==> config.mk <==
export PLATFORM = sky130hd
export DESIGN_NAME = fifo_wr_arb_flat
export DESIGN_NICKNAME = d
export VERILOG_FILES = /design/src/rtl/fifo_wr_arb_pkg.sv /design/src/rtl/fifo_wr_arb_if.sv /design/src/rtl/fifo_wr_arb_rr_pick.sv /design/src/rtl/fifo_wr_arb.sv /design/src/flat_wrapper.sv
export SDC_FILE = /design/constraint.sdc
export NUM_CORES = 1
export LEC_CHECK = 0
export ABC_AREA = 1
export ABC_CLOCK_PERIOD_IN_PS = 2070
export CORE_MARGIN = 1.5
export CORE_UTILIZATION = 40
export CTS_BUF_LIST = sky130_fd_sc_hd__clkbuf_4 sky130_fd_sc_hd__clkbuf_8
export DETAILED_ROUTE_END_ITERATION = 10
export GPL_ROUTABILITY_DRIVEN = 0
export PLACE_DENSITY = 0.94
export SETUP_SLACK_MARGIN = 0.5
export SYNTH_ARGS = -nofsm -noshare
export SYNTH_HDL_FRONTEND = slang
export SYNTH_SLANG_ARGS = --single-unit
==> constraint.sdc <==
create_clock -name clk -period 2.07 [get_ports clk]
set_input_delay 0.3105 -clock clk [delete_from_list [all_inputs] [get_ports clk]]
set_output_delay 0.3105 -clock clk [all_outputs]
set_load 0.03 [all_outputs]
==> src/rtl/fifo_wr_arb_pkg.sv <==
// Shared definitions for the round-robin FIFO write arbiter: state encoding
// and default parameter values.
package fifo_arb_pkg;

   localparam int unsigned NREQ_DEF      = 4;
   localparam int unsigned DW_DEF        = 8;
   localparam int unsigned BURST_MAX_DEF = 4;

   typedef enum logic {
      IDLE  = 1'b0,
      GRANT = 1'b1
   } arb_state_e;

endpackage

==> src/rtl/fifo_wr_arb_if.sv <==
// Requester side and FIFO write-port side of the arbiter, bundled as one interface.
interface fifo_wr_arb_if #(
   parameter int unsigned NREQ = fifo_arb_pkg::NREQ_DEF,
   parameter int unsigned DW   = fifo_arb_pkg::DW_DEF
);
   localparam int unsigned IDW = $clog2(NREQ);

   logic [NREQ-1:0]    req_valid;
   logic [NREQ*DW-1:0] req_data;
   logic [NREQ-1:0]    req_ready;
   logic               fifo_full;
   logic               fifo_wr_en;
   logic [DW-1:0]      fifo_din;
   logic [IDW-1:0]     grant_id;
   logic               busy;

   // master: the arbiter, which drives the FIFO write port
   modport master (
      input  req_valid, req_data, fifo_full,
      output req_ready, fifo_wr_en, fifo_din, grant_id, busy
   );

   // slave: the requesters and the FIFO around the arbiter
   modport slave (
      output req_valid, req_data, fifo_full,
      input  req_ready, fifo_wr_en, fifo_din, grant_id, busy
   );

endinterface

==> src/rtl/fifo_wr_arb_rr_pick.sv <==
// Combinational round-robin picker: first valid requester scanning upward
// from last_i+1 with wrap-around.
module rr_pick
   import fifo_arb_pkg::*;
#(
   parameter int unsigned NREQ = NREQ_DEF,
   localparam int unsigned IDW = $clog2(NREQ)
) (
   input  logic [NREQ-1:0] valid_i,
   input  logic [IDW-1:0]  last_i,
   output logic [IDW-1:0]  idx_o,
   output logic            any_o
);

   logic [2*NREQ-1:0] dbl;
   logic [NREQ-1:0]   rot;

   // Rotate so bit 0 of rot is the requester just above last_i, then take the lowest set bit.
   always_comb begin
      dbl   = {valid_i, valid_i};
      rot   = NREQ'(dbl >> (int'(last_i) + 1));
      idx_o = '0;
      any_o = 1'b0;
      for (int j = int'(NREQ) - 1; j >= 0; j--) begin
         if (rot[j]) begin
            any_o = 1'b1;
            idx_o = IDW'((int'(last_i) + 1 + j) % int'(NREQ));
         end
      end
   end

endmodule

==> src/rtl/fifo_wr_arb.sv <==
// Round-robin arbiter merging NREQ valid/ready requesters into one FIFO write
// port, with bursts capped at BURST_MAX beats and one idle cycle per arbitration.
module fifo_wr_arb
   import fifo_arb_pkg::*;
#(
   parameter int unsigned NREQ      = NREQ_DEF,
   parameter int unsigned DW        = DW_DEF,
   parameter int unsigned BURST_MAX = BURST_MAX_DEF
) (
   input logic           clk,
   input logic           reset,
   fifo_wr_arb_if.master bus
);

   localparam int unsigned IDW = $clog2(NREQ);
   localparam int unsigned BW  = (BURST_MAX > 1) ? $clog2(BURST_MAX) : 1;

   arb_state_e     state_q, state_d;
   logic [IDW-1:0] grant_q, grant_d;
   logic [IDW-1:0] last_q,  last_d;
   logic [BW-1:0]  beat_q,  beat_d;

   logic [IDW-1:0]  pick_idx;
   logic            pick_any;
   logic [DW-1:0]   lane [NREQ];
   logic [NREQ-1:0] ready_c;
   logic            wr_en_c;
   logic [DW-1:0]   din_c;
   logic            busy_c;

   rr_pick #(.NREQ(NREQ)) u_pick (
      .valid_i (bus.req_valid),
      .last_i  (last_q),
      .idx_o   (pick_idx),
      .any_o   (pick_any)
   );

   // Split the packed data bus into per-requester lanes.
   always_comb begin
      for (int i = 0; i < int'(NREQ); i++) begin
         lane[i] = bus.req_data[i*DW +: DW];
      end
   end

   always_ff @(posedge clk) begin
      if (!reset) begin
         state_q <= IDLE;
         grant_q <= '0;
         last_q  <= IDW'(NREQ - 1);
         beat_q  <= '0;
      end else begin
         state_q <= state_d;
         grant_q <= grant_d;
         last_q  <= last_d;
         beat_q  <= beat_d;
      end
   end

   always_comb begin
      state_d = state_q;
      grant_d = grant_q;
      last_d  = last_q;
      beat_d  = beat_q;
      ready_c = '0;
      wr_en_c = 1'b0;
      din_c   = '0;
      busy_c  = 1'b0;
      case (state_q)
         IDLE: begin
            if (pick_any) begin
               grant_d = pick_idx;
               beat_d  = '0;
               state_d = GRANT;
            end
         end
         GRANT: begin
            busy_c           = 1'b1;
            ready_c[grant_q] = ~bus.fifo_full;
            din_c            = lane[grant_q];
            wr_en_c          = bus.req_valid[grant_q] & ~bus.fifo_full;
            // A full FIFO with valid still high simply holds everything.
            if (!bus.req_valid[grant_q]) begin
               last_d  = grant_q;
               state_d = IDLE;
            end else if (wr_en_c) begin
               if (beat_q == BW'(BURST_MAX - 1)) begin
                  last_d  = grant_q;
                  beat_d  = '0;
                  state_d = IDLE;
               end else begin
                  beat_d = beat_q + BW'(1);
               end
            end
         end
         default: state_d = IDLE;
      endcase
      // Reset suppresses any write or handshake in the cycle it is asserted.
      if (!reset) begin
         ready_c = '0;
         wr_en_c = 1'b0;
         din_c   = '0;
         busy_c  = 1'b0;
      end
   end

   assign bus.req_ready  = ready_c;
   assign bus.fifo_wr_en = wr_en_c;
   assign bus.fifo_din   = din_c;
   assign bus.busy       = busy_c;
   assign bus.grant_id   = grant_q;

endmodule

==> src/flat_wrapper.sv <==
// flat-port wrapper written by rule: the top's interface ports become plain ports
module fifo_wr_arb_flat import fifo_arb_pkg::*;
#(
   parameter int unsigned NREQ      = NREQ_DEF,
   parameter int unsigned DW        = DW_DEF,
   parameter int unsigned BURST_MAX = BURST_MAX_DEF
)
  (clk, reset, bus_req_valid, bus_req_data, bus_fifo_full, bus_req_ready, bus_fifo_wr_en, bus_fifo_din, bus_grant_id, bus_busy);
  fifo_wr_arb_if #(.NREQ(NREQ), .DW(DW)) bus_i ();
  input logic clk;
  input logic reset;
  input wire logic [$bits(bus_i.req_valid)-1:0] bus_req_valid;
  input wire logic [$bits(bus_i.req_data)-1:0] bus_req_data;
  input wire logic [$bits(bus_i.fifo_full)-1:0] bus_fifo_full;
  output wire logic [$bits(bus_i.req_ready)-1:0] bus_req_ready;
  output wire logic [$bits(bus_i.fifo_wr_en)-1:0] bus_fifo_wr_en;
  output wire logic [$bits(bus_i.fifo_din)-1:0] bus_fifo_din;
  output wire logic [$bits(bus_i.grant_id)-1:0] bus_grant_id;
  output wire logic [$bits(bus_i.busy)-1:0] bus_busy;
  assign bus_i.req_valid = bus_req_valid;
  assign bus_i.req_data = bus_req_data;
  assign bus_i.fifo_full = bus_fifo_full;
  assign bus_req_ready = bus_i.req_ready;
  assign bus_fifo_wr_en = bus_i.fifo_wr_en;
  assign bus_fifo_din = bus_i.fifo_din;
  assign bus_grant_id = bus_i.grant_id;
  assign bus_busy = bus_i.busy;
  fifo_wr_arb #(.NREQ(NREQ), .DW(DW), .BURST_MAX(BURST_MAX)) u_core (.clk(clk), .reset(reset), .bus(bus_i));
endmodule
==> key figures, run 1 <==
Floorplan
  – Die H: 49.1 µm
  – Ports: 55
  – Cell Rows: 16
  – Die width: 49.1 µm
  – Initial core utilization: 42.8%

GRT
  – Largest net degree at the start of global routing: 10

Clocking
  – CTS Buf Count: 3
  – H-tree depth: 1
  – Clock Path Buffers: 2
  – CTS root buffer: clkbuf_4
  – Hold buffer count at cts: 0
  – CTS Sinks: 7

Yosys
  – Post-synth top area cell: nand2_1
  – Post-Synthesis Net Count: 186
  – Cell variety after synth: 26
  – Number of synthesized register bits: 7
  – Area fraction of the dominant cell type after synthesis: 23.9%
  – Synthesized area: 848 µm²
  – Sequential area share after synthesis: 16.5%
  – Post-Syn Instances: 146
  – Top cells by area, synth: nand2_1 (24%), dfxtp_1 (17%), nand3_1 (8.3%)
  – Synthesized area per cell: 5.81 µm²
  – Yosys Warn Count: 0

Placement
  – DP HPWL: 2.53 mm
  – Cells after DPL: 224
  – PortBufs: 54

STA
  – Post-GRT worst EP: bus_fifo_din[4]
  – Worst EP kind: primary output

Outcome
  – Log Error: [ERROR DPL-0038] Utilization greater than 100%, impossible to legalize
  – Status: stopped before the end
  – Fail Step: global routing
## synthesized netlist by cell type
library cell and number:
nand2_1 54, inv_1 14, nand3_1 14, nor2_1 9, a22oi_1 8, a31oi_1 8
dfxtp_1 7, nand2_2 6, a21oi_1 5, buf_2 2, inv_2 2, nor2_4 2
nor3_1 2, a21boi_0 1, buf_4 1, clkbuf_1 1, clkbuf_2 1, ha_1 1
inv_4 1, nand2_4 1, nand4_1 1, nor2_2 1, nor2_8 1, o2111ai_4 1
o21ai_0 1, xnor2_1 1
## timing repair
item	CTS
cloned	2
resized for setup	34
buffers inserted	16
endpoints found under the setup margin	15
pin swaps	6
## metrics by stage
stage | area [µm²] | setup slack, ns
after CTS | 1840 | 0.303
after global placement | 1540 | 0.280
after floorplan | 1030 | 0.496
after detailed placement | 1540 | 0.256
## logic make-up after synthesis
| logic type | share of synthesized area, % |
|---|---|
| AOI/OAI and AO/OA | 20.5 |
| xor gates and xnor gates | 1.03 |
| adders and majority gates | 1.47 |
| buffers and inverters | 10.9 |
| DFF | 16.5 |
| and+or+nand+nor | 49.6 |
==> inputs of run 2 (changes only) <==
Settings changed: CORE_AREA set to 2 2 63 65, CORE_MARGIN 1.5 to not set, CORE_UTILIZATION 40 to not set, CTS_BUF_LIST sky130_fd_sc_hd__clkbuf_4 sky130_fd_sc_hd__clkbuf_8 to not set, DIE_AREA set to 0 0 65 67, PLACE_DENSITY 0.94 to not set, PLACE_DENSITY_LB_ADDON set to 0.15, SETUP_SLACK_MARGIN 0.5 to not set.
==> key figures, run 2 <==
Routing
  – Vias: 1144
  – Final ANT Viol Nets: 0
  – Residual DRC: 0
  – Drt total wl: 2.81 mm
  – DRT iter0 DRCs: 31
  – First drt pass iteration count: 4
  – Drt wl/cell: 11.3 µm
  – Avg Vias per Cell: 4.59

Finish
  – Fin util: 40.2%
  – Register area: 141 µm²
  – Commonest non-fill, non-tap cell in the layout: nand2_1
  – Area delta synth->final: 70.8%
  – Footprint of the multi-input gates: 616 µm²
  – Share of cells above drive strength 1: 17.4%
  – Antenna diodes: 0
  – Most frequent cells in the layout: nand2_1 (54), clkdlybuf4s50_1 (40), buf_4 (16)
  – Fillers: 374
  – Final #Nets: 242

Worst setup path
  – Required time of the worst setup path: 1.76 ns
  – CP startpoint kind: register
  – Arrival time worst endpoint: 1.60 ns
  – Critical R2R Capture: u_core.bus.grant_id[0]
  – Reg2reg path depth: 9
  – Crit Path Class: reg2out
  – Worst Setup EP: bus_fifo_din[1]
  – Worst R2R Setup Slack: 0.54 ns
  – R2R Path Start: u_core.last_q[0]
  – Crit-path max FO: 8
  – Crit path launch: u_core.bus.grant_id[1]
  – Critical Path End Type: primary output

Floorplan
  – Cell Rows: 22 (was 16)
  – Ports: 55 (unchanged)
  – Die H: 67 µm (was 49.1 µm)
  – Die width: 65 µm (was 49.1 µm)
  – Initial core utilization: 23.5% (was 42.8%)
  – Die area: 4360 µm²
  – Core Area: 3610 µm²

Yosys
  – Synthesized area: 848 µm² (unchanged)
  – Main flop type after synthesis: dfxtp_1 (unchanged)
  – Top cells by count, synth: nand2_1 (54), inv_1 (14), nand3_1 (14) (unchanged)
  – Cell variety after synth: 26 (unchanged)
  – Post-Syn Instances: 146 (unchanged)
  – Largest family of logic cells by synthesized area: simple AND/OR/NAND/NOR gates (unchanged)
  – Sequential area share after synthesis: 16.5% (unchanged)
  – Most common cell in the synthesized netlist: nand2_1 (unchanged)
  – Yosys Warn Count: 0 (unchanged)
  – Post-Synth Simple-Gate Area: 49.6% (unchanged)
  – Adder-Cell Fraction of Synth Area: 1.47% (unchanged)
  – Compound-Gate Fraction of Synth Area: 20.5% (unchanged)
  – Number of synthesized register bits: 7 (unchanged)
  – Synth Area in XOR/XNOR: 1.03% (unchanged)
  – Post-synth EDFFs: 0 (unchanged)
  – Top cells by area, synth: nand2_1 (24%), dfxtp_1 (17%), nand3_1 (8.3%) (unchanged)
  – Synthesized area per cell: 5.81 µm² (unchanged)
  – Async set-or-reset flop fraction in the synthesized netlist: 0% (unchanged)
  – Multiplexer share of the synthesized area: 0% (unchanged)
  – Post-Synthesis Net Count: 186 (unchanged)
  – Post-synth top area cell: nand2_1 (unchanged)
  – Area fraction of the dominant cell type after synthesis: 23.9% (unchanged)

Power and ir drop
  – Leakage: 0.668 nW
  – Proportion of power drawn by combinational gates: 63.0%
  – Int Pwr: 0.000594 W
  – PwrDens: 775 nW/µm²
  – Sw Share: 47.1%
  – Power Total: 0.00112 W
  – Reg power frac: 20.3%
  – Switch Pwr: 0.000529 W
  – Clock Power Share: 16.7%
  – Worst VDD drop: 0.374 mV

GRT
  – Largest net degree at the start of global routing: 10
  – Gr ovfl total: 0
  – Initial antenna violation count: 0
  – Vias in the first global route: 1010
  – First-pass GRT wire length: 4.31 mm
  – GRT Util Overall: 12.4%

Clocking
  – CTS root buffer: clkbuf_8 (was clkbuf_4)
  – Clock latency at the later pin of the worst-skew pair: 0.22 ns
  – H-tree depth: 1 (unchanged)
  – Clock transition at path regs: 0.04 ns
  – CTS Sinks: 7 (unchanged)
  – Clock Path Buffers: 2 (unchanged)
  – CTS Buf Count: 3 (unchanged)
  – TritonCTS clock tree: built

STA
  – Final setup fails: 0
  – Fin crit period: 1.91 ns
  – Unrepaired setup endpoints after global routing: no
  – Fmax: 524 MHz
  – Post-route clock skew: 0.00107 ns
  – Worst slew margin: 76.8%
  – Tcrit/Tclk final: 92.2%
  – Final Hold Fails: 0
  – Setup TNS: 0 ns
  – Final Max Tran Viols: 0
  – Slew @ Worst Pin: 0.348 ns

Placement
  – DP HPWL: 2.34 mm (was 2.53 mm)
  – PortBufs: 54 (unchanged)

Flow run
  – Max-cap violations: 0

Outcome
  – Status: finished clean (was stopped before the end)

Min path
  – Hold Path Class: reg2reg
-- run 2: cell counts after synthesis --
Identical to the previous run, type by type.
-- run 2: worst min path at each step --
stage                                 from          endpoint  slack, ns  cells past startpoint
after floorplan           u_core.beat_q[1]  u_core.beat_q[1]       0.45                      2
after global placement    u_core.beat_q[1]  u_core.beat_q[1]       0.47                      2
after detailed placement  u_core.beat_q[1]  u_core.beat_q[1]       0.47                      2
after CTS                 u_core.beat_q[1]  u_core.beat_q[1]       0.47                      2
after global routing      u_core.beat_q[1]  u_core.beat_q[1]       0.52                      2
final                     u_core.beat_q[1]  u_core.beat_q[1]       0.47                      2
-- run 2: power groups by stage --
stage                     logic (W)  clock network, W  registers [W]
final                      0.000707          0.000187       0.000228
after floorplan            0.000503                 0       0.000206
after global placement     0.000703                 0       0.000228
after global routing       0.000782          0.000204       0.000234
after detailed placement   0.000715                 0       0.000228
after CTS                  0.000718          0.000193       0.000226
-- run 2: repair_timing --
action,4_1_cts,5_1_grt
endpoints found under the setup margin,0,1
resized for setup,0,1
buffers inserted,0,0
hold buffers,0,0
-- run 2: logic make-up after synthesis --
family          count (synthesis)
fa+ha+maj                       1
buf+inv                        22
xor+xnor                        1
compound gates                 24
flops                           7
simple gates                   91
-- run 2: area by class of cell --
class / instances / area share [%]
inverter: 17 / 4.58
clock buffer: 4 / 3.11
multi-input combinational: 117 / 42.5
timing repair buffer: 56 / 35.9
tap: 48 / 4.15
sequential: 7 / 9.76
-- run 2: critical path, cell delays in order, from the launching register on --
cell,delay [ns]
dfxtp_1,0.49
nand2_1,0.19
inv_1,0.23
nand2_1,0.09
a31oi_1,0.19
buf_4,0.19
-- run 2: layer usage --
metal	part of all wire (%)	global-route usage (%)	wire length, µm
met2	46	23.1	1290
met5	0	0	0
met3	11	4.22	323
met4	0	1.60	0
met1	43	14.0	1200
-- run 2: through the flow --
stage | hold WS [ns] | cell area, µm² | cells | setup slack (ns)
after floorplan | 0.450 | 848 | 146 | 0.0242
after global placement | 0.467 | 1400 | 245 | 0.248
after detailed placement | 0.470 | 1400 | 245 | 0.191
after CTS | 0.474 | 1450 | 249 | 0.0903
after global routing | 0.519 | 1450 | 249 | 0.0128
final | 0.470 | 1450 | 249 | 0.161
(Power assumes the default switching activity.)
==> edit: new RTL, flow settings as in run 2 <==
Change the package constant `DW_DEF` from 8 to 12.
--- a/src/rtl/fifo_wr_arb_pkg.sv
+++ b/src/rtl/fifo_wr_arb_pkg.sv
@@ -3,7 +3,7 @@
 package fifo_arb_pkg;
 
    localparam int unsigned NREQ_DEF      = 4;
-   localparam int unsigned DW_DEF        = 8;
+   localparam int unsigned DW_DEF        = 12;
    localparam int unsigned BURST_MAX_DEF = 4;
 
    typedef enum logic {
Interface: changed (resized bus_fifo_din and bus_req_data); port bits go from 55 to 75. No check against the original RTL was run, so the function may have changed too.
==> edit against run 2 <==
Die area stayed put. Highest routed layer is now met4. Routed wire length is 33% higher. Clock power is 4% higher. Critical path depth is 2 higher. Sequential power is 11% lower. Total power is 15% higher. Synthesized area is 12% higher. Sequential cell count stayed put. Clock skew is 0.0022 ns higher. Final area is 22% higher. Setup slack worse by 0.029 ns.
==> edit: results (changes against run 2) <==
status: complete, no violations (unchanged)
Port-buffer cells: 74 (was 54)
worst min-delay path class: flop to flop (unchanged)
Commonest cells post-synth: 64 x nand2_1, 14 x inv_1, 13 x nand3_1, 12 x a22oi_1, 12 x a31oi_1 (was 54 x nand2_1, 14 x inv_1, 14 x nand3_1, 9 x nor2_1)
Peak VDD IR: 414 µV (was 374 µV)
syn nets: 221 (was 186)
Resize count post-CTS: 1 (was 0)
DP HPWL: 3000 µm (was 2340 µm)
final WL: 3750 µm (was 2810 µm)
grt met2 use: 0.294 (was 0.231)
clk_lat worst skew: 0.23 ns
share of cells above drive strength 1: 0.185 (was 0.174)
leakage power figure: 0.000775 µW (was 0.000668 µW)
pin count of the biggest net entering global routing: 14 (was 10)
GRT Total Usage: 0.166 (was 0.124)
nets: 300 (was 242)
ranking of synthesized cells by area: nand2_1 25%, dfxtp_1 15%, a22oi_1 9.5% (was nand2_1 24%, dfxtp_1 17%, nand3_1 8.3%)
Seq/Total Area, Yosys: 0.148 (was 0.165)
first-pass GRT wire length: 5810 µm (was 4310 µm)
Max-slew headroom: 0.747 (was 0.768)
detailed-route via count: 1345 (was 1144)
Fillers: 366 (was 374)
Iter 0 DRT Violations: 41 (was 31)
grt met3 use: 0.0490 (was 0.0422)
Post-Route Skew: 0.00328 ns (was 0.00107 ns)
met1 Use GR: 0.198 (was 0.140)
[edit: cell type report]
cell class / count / area share
sequential: 7 / 0.0792
tap: 48 / 0.0339
clock buffer: 4 / 0.0255
multi-input combinational: 133 / 0.393
inverter: 17 / 0.0410
timing repair buffer: 82 / 0.427
[edit: metrics by stage]
step / worst slack (ns) / utilization / std cells / hold WS, ns / area, µm²
2_1_floorplan: 0.0893 / - / 165 / 0.395 / 946
3_3_place_gp: 0.0348 / 0.474 / 287 / 0.478 / 1710
3_5_place_dp: -0.00607 / 0.474 / 287 / 0.486 / 1710
4_1_cts: 0.0328 / 0.488 / 291 / 0.491 / 1760
5_1_grt: 0.0357 / 0.491 / 291 / 0.522 / 1770
6_report: 0.132 / 0.491 / 291 / 0.487 / 1770
[edit: cells by family (layout without fill, tap and decap cells)]
| logic type | after synthesis | after routing | share of synthesized area |
|---|---|---|---|
| AND/OR/NAND/NOR | 99 | 99 | 0.459 |
| buffers and inverters | 25 | 103 | 0.124 |
| AO/OA/AOI/OAI | 32 | 32 | 0.246 |
| adder cells (fa/ha/maj) | 1 | 1 | 0.0132 |
| XOR/XNOR | 1 | 1 | 0.00926 |
| flip-flops | 7 | 7 | 0.148 |
[edit: worst paths after layout]
path                                  to  depth (start not counted)              startpoint  slack, ns
hold reg to reg         u_core.beat_q[1]                          2        u_core.beat_q[1]       0.49
setup reg to reg  u_core.bus.grant_id[0]                          9        u_core.last_q[0]       0.61
hold / removal          u_core.beat_q[1]                          2        u_core.beat_q[1]       0.49
setup / recovery          bus_fifo_wr_en                          7  u_core.bus.grant_id[0]       0.13
[edit: metal layers]
metal  vias up  part of all wire  wire length [µm]
met2        55              0.43              1610
li1        705                 -                 -
met5         -                 0                 0
met1       583              0.45              1680
met4         0            0.0056                21
met3         2              0.11               429
[edit: where the power goes]
part / internal, µW / switching [µW]
registers: 163 / 40.9
logic: 380 / 510
clock network: 133 / 61.4
total: 676 / 612
[edit: critical path, stage by stage (launching register included)]
cell       delay [ns]
dfxtp_1          0.36
buf_4            0.18
nand2_1          0.10
buf_4            0.16
o2111ai_4        0.25
nand2_4          0.09
nor2_4           0.09
buf_4            0.16
